$ cat config.mk
export PLATFORM = sky130hd
export DESIGN_NAME = group_vec_unpacker
export DESIGN_NICKNAME = d
export VERILOG_FILES = /design/src/rtl/group_vec_pkg.sv /design/src/rtl/group_vec_field_split.sv /design/src/rtl/group_vec_unpacker.sv
export SDC_FILE = /design/constraint.sdc
export NUM_CORES = 1
export LEC_CHECK = 0
export BUFFER_PORTS_ARGS = -buffer_cell sky130_fd_sc_hd__buf_2
export CAP_MARGIN = 15
export CORE_AREA = 2 2 164 166
export CTS_CLUSTER_SIZE = 40
export DETAILED_ROUTE_END_ITERATION = 10
export DIE_AREA = 0 0 166 168
export PLACE_DENSITY_LB_ADDON = 0.25
export REMOVE_ABC_BUFFERS = 1
export SYNTH_ARGS = -nofsm -noshare
export SYNTH_HDL_FRONTEND = slang
export SYNTH_SLANG_ARGS = --single-unit
$ cat constraint.sdc
create_clock -name clock -period 6.7 [get_ports clock]
set_input_delay 1.34 -clock clock [delete_from_list [all_inputs] [get_ports clock]]
set_output_delay 1.34 -clock clock [all_outputs]
set_load 0.01 [all_outputs]
$ cat src/rtl/group_vec_pkg.sv
// Shared definitions for the grouped Vec-of-bundles link: field widths,
// packed-word geometry, field offsets and the per-element bundle struct.
// The packer and unpacker sides both import this package.
package group_vec_pkg;

    localparam int A_W    = 10;
    localparam int B_W    = 11;
    localparam int D_W    = 20;
    localparam int BAR_W  = D_W + 1;
    localparam int ELEM_W = A_W + B_W + 2 * BAR_W;
    localparam int WORD_W = 2 * ELEM_W;

    // Field offsets inside one element (LSB first).
    localparam int B_OFF      = 0;
    localparam int BAR0_D_OFF = B_W;
    localparam int BAR0_C_OFF = B_W + D_W;
    localparam int BAR1_D_OFF = B_W + BAR_W;
    localparam int BAR1_C_OFF = B_W + BAR_W + D_W;
    localparam int A_OFF      = B_W + 2 * BAR_W;

    typedef struct packed {
        logic           c;
        logic [D_W-1:0] d;
    } group_bar_t;

    // MSB-first declaration, so b lands at bit 0 and a at the top.
    typedef struct packed {
        logic [A_W-1:0]   a;
        group_bar_t [1:0] bar;
        logic [B_W-1:0]   b;
    } group_elem_t;

    // Extract element idx of a packed word.
    function automatic group_elem_t elem_at(input logic [WORD_W-1:0] word, input int idx);
        return group_elem_t'(word[idx * ELEM_W +: ELEM_W]);
    endfunction

endpackage

$ cat src/rtl/group_vec_field_split.sv
// Pure wiring: splits a packed WORD_W word into the per-field ports of
// both Vec elements.
module group_vec_field_split
    import group_vec_pkg::*;
(
    input  logic [WORD_W-1:0] i_word,
    output logic [A_W-1:0]    o_a_0,
    output logic [A_W-1:0]    o_a_1,
    output logic [B_W-1:0]    o_b_0,
    output logic [B_W-1:0]    o_b_1,
    output logic              o_bar_c_0_0,
    output logic              o_bar_c_0_1,
    output logic              o_bar_c_1_0,
    output logic              o_bar_c_1_1,
    output logic [D_W-1:0]    o_bar_d_0_0,
    output logic [D_W-1:0]    o_bar_d_0_1,
    output logic [D_W-1:0]    o_bar_d_1_0,
    output logic [D_W-1:0]    o_bar_d_1_1
);

    group_elem_t w_elem_0;
    group_elem_t w_elem_1;

    assign w_elem_0 = elem_at(i_word, 0);
    assign w_elem_1 = elem_at(i_word, 1);

    assign o_a_0       = w_elem_0.a;
    assign o_b_0       = w_elem_0.b;
    assign o_bar_c_0_0 = w_elem_0.bar[0].c;
    assign o_bar_d_0_0 = w_elem_0.bar[0].d;
    assign o_bar_c_0_1 = w_elem_0.bar[1].c;
    assign o_bar_d_0_1 = w_elem_0.bar[1].d;

    assign o_a_1       = w_elem_1.a;
    assign o_b_1       = w_elem_1.b;
    assign o_bar_c_1_0 = w_elem_1.bar[0].c;
    assign o_bar_d_1_0 = w_elem_1.bar[0].d;
    assign o_bar_c_1_1 = w_elem_1.bar[1].c;
    assign o_bar_d_1_1 = w_elem_1.bar[1].d;

endmodule

$ cat src/rtl/group_vec_unpacker.sv
// Receive side of the grouped Vec-of-bundles link. Collects NUM_BEATS beats
// into an assembly buffer, loads the completed word into an output register
// and presents it as per-field ports behind a valid/ready handshake.
// Framing violations drop the frame and pulse frame_err for one cycle.
module group_vec_unpacker
    import group_vec_pkg::*;
#(
    parameter int NUM_BEATS = 3
) (
    input  logic                          clock,
    input  logic                          reset,
    input  logic                          in_valid,
    output logic                          in_ready,
    input  logic [WORD_W/NUM_BEATS-1:0]   in_data,
    input  logic                          in_last,
    output logic                          out_valid,
    input  logic                          out_ready,
    output logic [A_W-1:0]                out_a_0,
    output logic [A_W-1:0]                out_a_1,
    output logic [B_W-1:0]                out_b_0,
    output logic [B_W-1:0]                out_b_1,
    output logic                          out_bar_c_0_0,
    output logic                          out_bar_c_0_1,
    output logic                          out_bar_c_1_0,
    output logic                          out_bar_c_1_1,
    output logic [D_W-1:0]                out_bar_d_0_0,
    output logic [D_W-1:0]                out_bar_d_0_1,
    output logic [D_W-1:0]                out_bar_d_1_0,
    output logic [D_W-1:0]                out_bar_d_1_1,
    output logic                          frame_err
);

    localparam int BEAT_W    = WORD_W / NUM_BEATS;
    localparam int CNT_W     = (NUM_BEATS > 1) ? $clog2(NUM_BEATS) : 1;
    localparam int LAST_SLOT = (NUM_BEATS - 1) * BEAT_W;
    localparam logic [CNT_W-1:0] LAST_CNT = CNT_W'(NUM_BEATS - 1);

    generate
        if ((WORD_W % NUM_BEATS) != 0) begin : g_bad_num_beats
            $error("group_vec_unpacker: WORD_W must be a multiple of NUM_BEATS");
        end
    endgenerate

    logic [CNT_W-1:0]  r_beat_cnt;
    logic [WORD_W-1:0] r_buf;
    logic [WORD_W-1:0] r_out_word;
    logic              r_out_valid;
    logic              r_frame_err;

    logic [CNT_W-1:0]  w_cnt_nxt;
    logic [WORD_W-1:0] w_buf_nxt;
    logic [WORD_W-1:0] w_word_nxt;
    logic [WORD_W-1:0] w_load_word;
    logic              w_valid_nxt;
    logic              w_err_nxt;
    logic              w_at_last;
    logic              w_in_ready;
    logic              w_fire;

    // The last slot may be taken only once the held frame can be replaced;
    // earlier slots keep flowing while the output is stalled.
    assign w_at_last  = (r_beat_cnt == LAST_CNT);
    assign w_in_ready = ~w_at_last | ~r_out_valid | out_ready;
    assign w_fire     = in_valid & w_in_ready;

    assign in_ready  = w_in_ready;
    assign out_valid = r_out_valid;
    assign frame_err = r_frame_err;

    // Complete word: buffered beats below, the current beat in the top slot.
    always_comb begin
        w_load_word = r_buf;
        w_load_word[LAST_SLOT +: BEAT_W] = in_data;
    end

    // Next-state for counter, buffer, output register, valid and error pulse.
    always_comb begin
        w_cnt_nxt  = r_beat_cnt;
        w_buf_nxt  = r_buf;
        w_word_nxt = r_out_word;
        w_err_nxt  = 1'b0;

        if (r_out_valid & out_ready) begin
            w_valid_nxt = 1'b0;
        end else begin
            w_valid_nxt = r_out_valid;
        end

        if (w_fire) begin
            if (w_at_last & in_last) begin
                // Load wins over a same-cycle retire.
                w_word_nxt  = w_load_word;
                w_valid_nxt = 1'b1;
                w_cnt_nxt   = '0;
            end else if (w_at_last | in_last) begin
                // Early or missing in_last: drop the frame, output untouched.
                w_err_nxt = 1'b1;
                w_cnt_nxt = '0;
            end else begin
                w_buf_nxt[int'(r_beat_cnt) * BEAT_W +: BEAT_W] = in_data;
                w_cnt_nxt = r_beat_cnt + CNT_W'(1);
            end
        end else begin
            w_cnt_nxt = r_beat_cnt;
        end
    end

    // State registers; reset discards partial beats and any held frame.
    always_ff @(posedge clock or posedge reset) begin
        if (reset) begin
            r_beat_cnt  <= '0;
            r_buf       <= '0;
            r_out_word  <= '0;
            r_out_valid <= 1'b0;
            r_frame_err <= 1'b0;
        end else begin
            r_beat_cnt  <= w_cnt_nxt;
            r_buf       <= w_buf_nxt;
            r_out_word  <= w_word_nxt;
            r_out_valid <= w_valid_nxt;
            r_frame_err <= w_err_nxt;
        end
    end

    group_vec_field_split u_field_split (
        .i_word      (r_out_word),
        .o_a_0       (out_a_0),
        .o_a_1       (out_a_1),
        .o_b_0       (out_b_0),
        .o_b_1       (out_b_1),
        .o_bar_c_0_0 (out_bar_c_0_0),
        .o_bar_c_0_1 (out_bar_c_0_1),
        .o_bar_c_1_0 (out_bar_c_1_0),
        .o_bar_c_1_1 (out_bar_c_1_1),
        .o_bar_d_0_0 (out_bar_d_0_0),
        .o_bar_d_0_1 (out_bar_d_0_1),
        .o_bar_d_1_0 (out_bar_d_1_0),
        .o_bar_d_1_1 (out_bar_d_1_1)
    );

endmodule

==> impl_summary.txt <==
----------------------------------------------------
[Power]
  Reg power frac ... 40.7%
  PwrDens ... 430.5 mW/mm^2
  Clock power share ... 24.5%
  Peak VDD IR ... 0.2439 mV
  Net Sw Frac ... 35.14%
  Total power of the final layout ... 5.197 mW
  Internal Pwr Total ... 3.371 mW
  Leakage power of the design ... 5.848 nW
  Combinational Power Share ... 34.8%
  Net Sw Power ... 1.827 mW

[Critical path]
  Required @ worst endpoint ... 7.13 ns
  Path type of the worst setup path ... register to register
  Largest fanout of any net on the critical path ... 33
  Worst setup slack for register-to-register paths ... 2.95 ns
  Worst R2R End ... r_buf[4]$_DFFE_PP0P_
  Data arrival time of the worst path ... 4.18 ns
  Kind of start point of the critical path ... register
  R2r startpoint ... r_beat_cnt[0]$_DFFE_PP0N_
  Capturing element type of the critical path ... register
  Worst reg2reg path depth ... 6

[STA]
  Normalized max-slew margin ... 30.56%
  Post-route clock period utilization ... 56.00%
  Setup repair after global routing missed its margin ... no
  Transition time of the tightest slew-check pin ... 1.042 ns
  Fmax ... 0.2665 GHz
  Final-report max-slew violation count ... 0
  Min Tclk post-route ... 3.752 ns
  Setup violations, final ... 0
  Final-report hold violation count ... 0
  Worst Hold Margin ... 0.4753 ns
  Clk_skew ... 0.009288 ns
  Smallest setup slack after layout ... 2.948 ns
  Setup TNS ... 0 ns

[Placed design]
  Routability congestion estimate ... 0.7674
  Count of input and output buffers ... 175
  Inst Count DP ... 1293
  Placed instance area ... 0.01132 sq mm
  Placed wire-length estimate after detailed placement ... 17290 um
  Worst slack after detailed placement ... 2.959 ns

[CTS]
  Clock buffer depth ... 3
  Hold Buf Count CTS ... 0
  Clock tree from TritonCTS ... done
  Clk pin slew, worst setup/hold paths ... 0.06 ns
  TritonCTS Sinks ... 214
  Number of buffers inserted during clock tree synthesis ... 24
  Clock insertion delay at the later pin of the skew report ... 0.51 ns
  Post-CTS setup repair buffer count ... 0
  # H-tree levels ... 1
  PostCTS Resize Cnt ... 0
  CTS Root Buffer Type ... sky130_fd_sc_hd__clkbuf_16

[Detailed routing]
  First-pass detailed-route iteration total ... 5
  Vias after detailed routing ... 7384
  Overall routed net length ... 26980 um
  Average via count per standard cell ... 5.527
  Initial DRC count ... 540
  Average routed wire per standard cell ... 20.20 um
  Number of nets with antenna violations after routing ... 0
  Final routed DRC violation total ... 0

[Global routing]
  Total routing usage reported by global routing ... 18.86%
  Overall overflow remaining after global route ... 0
  Antenna violations before repair ... 0
  Via count of the first global-routing pass ... 7506
  Pin count of the biggest net entering global routing ... 125
  First-pass GRT wire length ... 42590 um

[Logic synthesis]
  Fraction of synthesis flops using an asynchronous set or reset pin ... 100.0%
  Synth Area per Inst ... 12.41 sq um
  Post-synthesis instance area ... 0.01029 sq mm
  Synth cell types ... 54
  YS warnings ... 0
  Post-synthesis sequential area ratio ... 52.05%
  Number of flip-flops and latches in the synthesized netlist ... 214
  Number of enable flip-flop cells after synthesis ... 0
  Leading register cell type out of synthesis ... sky130_fd_sc_hd__dfrtp_1
  Post-synthesis instance total ... 829

[Finish]
  Area taken by multi-input logic gates ... 0.004507 sq mm
  Post-route cell area ... 0.01207 sq mm
  Share of layout cells above drive strength 1 ... 43.32%
  N_diodes ... 0
  Synth-to-Final Area Change ... 17.35%
  Final nets ... 1032
  Layout Cells excl Fill ... 1336
  Finished Core Util ... 45.82%
  Area of all sequential standard cells ... 0.005356 sq mm
  Fillers ... 2461

[Run]
  Max Cap Viol ... 0

[Floorplan]
  Initial core utilization ... 39.05%
  Standard cell core area ... 0.02635 sq mm
  I/O Pins ... 176
  Die width ... 166 um
  Overall die height ... 168 um
  Die outline area ... 0.02789 sq mm
  Site row count ... 60

[Hold path]
  Worst Hold Path Cells ... 2
  Worst-case hold path end point ... r_buf[66]$_DFFE_PP0P_
  Worst min-delay path class ... register to register
  Critical hold path startpoint ... r_buf[66]$_DFFE_PP0P_

[Outcome]
  Result of the run ... finished clean

----------------------------------------------------
[critical path, cell delays in order, from the launching register on]
cell,delay (ns)
sky130_fd_sc_hd__dfrtp_2,0.87
sky130_fd_sc_hd__inv_2,0.16
sky130_fd_sc_hd__ha_2,0.79
sky130_fd_sc_hd__buf_4,0.46
sky130_fd_sc_hd__and2_2,0.91
sky130_fd_sc_hd__a221oi_1,0.23
sky130_fd_sc_hd__o21ai_1,0.19
[power groups by stage]
stage | Sequential [mW] | Combinational (mW) | Clock (mW)
2_1_floorplan | 2.23 | 1.03 | 0
3_3_place_gp | 2.13 | 1.80 | 0
3_5_place_dp | 2.14 | 1.82 | 0
4_1_cts | 2.12 | 1.83 | 1.30
5_1_grt | 2.19 | 1.98 | 1.36
6_report | 2.12 | 1.81 | 1.27
[logic make-up after synthesis]
family | share of synthesized area (%)
AO/OA/AOI/OAI | 12.60
multiplexers | 20.69
adder cells (fa/ha/maj) | 0.8512
flip-flops | 52.05
buffers and inverters | 4.341
AND/OR/NAND/NOR | 9.473
[sequential cells by signal, summed over array words and instances, names as in the netlist]
| name | flops |
|---|---|
| r_out_word | 126 |
| out_valid | 1 |
| r_buf | 84 |
| r_beat_cnt | 2 |
| frame_err | 1 |
[per-layer routing]
metal / global-route usage (%) / share of wire [%]
met1: 26.49 / 46
met2: 30.07 / 46
met3: 3.550 / 6.1
met4: 5.142 / 1.9
met5: 0 / 0
[worst max path at each step]
| stage | from | end | slack [ns] | cells after the start |
|---|---|---|---|---|
| 4_1_cts | r_beat_cnt[0]$_DFFE_PP0N_ | r_buf[4]$_DFFE_PP0P_ | 2.94 | 6 |
| 3_3_place_gp | r_beat_cnt[0]$_DFFE_PP0N_ | r_buf[2]$_DFFE_PP0P_ | 3.04 | 6 |
| 3_5_place_dp | r_beat_cnt[0]$_DFFE_PP0N_ | r_buf[4]$_DFFE_PP0P_ | 2.96 | 6 |
| 2_1_floorplan | reset | frame_err$_DFF_PP0_ | -0.49 | 1 |
| 6_report | r_beat_cnt[0]$_DFFE_PP0N_ | r_buf[4]$_DFFE_PP0P_ | 2.95 | 6 |
| 5_1_grt | r_beat_cnt[0]$_DFFE_PP0N_ | r_buf[4]$_DFFE_PP0P_ | 2.72 | 6 |
[cell usage in the layout, fill, tap and decap left out, types with 12 or more instances in the layout]
master                        n
sky130_fd_sc_hd__a21oi_1     40
sky130_fd_sc_hd__o41ai_2     15
sky130_fd_sc_hd__buf_4       14
sky130_fd_sc_hd__dfrtp_1    213
sky130_fd_sc_hd__or4_1       24
sky130_fd_sc_hd__clkbuf_16   25
sky130_fd_sc_hd__nor2_1      91
sky130_fd_sc_hd__mux2i_1     12
sky130_fd_sc_hd__mux2_4      16
sky130_fd_sc_hd__a221oi_2    16
sky130_fd_sc_hd__nand2_1     49
sky130_fd_sc_hd__a22o_1      12
sky130_fd_sc_hd__buf_2      175
sky130_fd_sc_hd__mux2_2     143
[synthesized netlist by cell type (8+ instances only)]
library cell	n	area, sq um
sky130_fd_sc_hd__mux2_2	143	1610
sky130_fd_sc_hd__buf_6	10	112.6
sky130_fd_sc_hd__dfrtp_1	214	5355
sky130_fd_sc_hd__inv_1	9	33.78
sky130_fd_sc_hd__o41ai_2	15	244.0
sky130_fd_sc_hd__a22o_1	12	105.1
sky130_fd_sc_hd__o21ai_1	10	50.05
sky130_fd_sc_hd__mux2_4	16	240.2
sky130_fd_sc_hd__mux2i_1	12	120.1
sky130_fd_sc_hd__a221oi_1	10	87.58
sky130_fd_sc_hd__or4_1	24	180.2
sky130_fd_sc_hd__o41ai_1	8	70.07
sky130_fd_sc_hd__nand2_1	49	183.9
sky130_fd_sc_hd__buf_2	28	140.1
sky130_fd_sc_hd__nor2_1	91	341.6
sky130_fd_sc_hd__a31oi_1	10	62.56
sky130_fd_sc_hd__a21oi_1	40	200.2
sky130_fd_sc_hd__clkbuf_1	17	63.81
sky130_fd_sc_hd__a221oi_2	16	240.2
[cell type report]
class / count / area share [%]
flip-flops and latches: 214 / 44.36
multi-input cells: 539 / 37.33
repair buffers: 189 / 8.124
clock buffers: 35 / 5.741
well taps: 341 / 3.534
clock inverters: 8 / 0.5389
inverters: 10 / 0.3731
(Power assumes the default switching activity.)
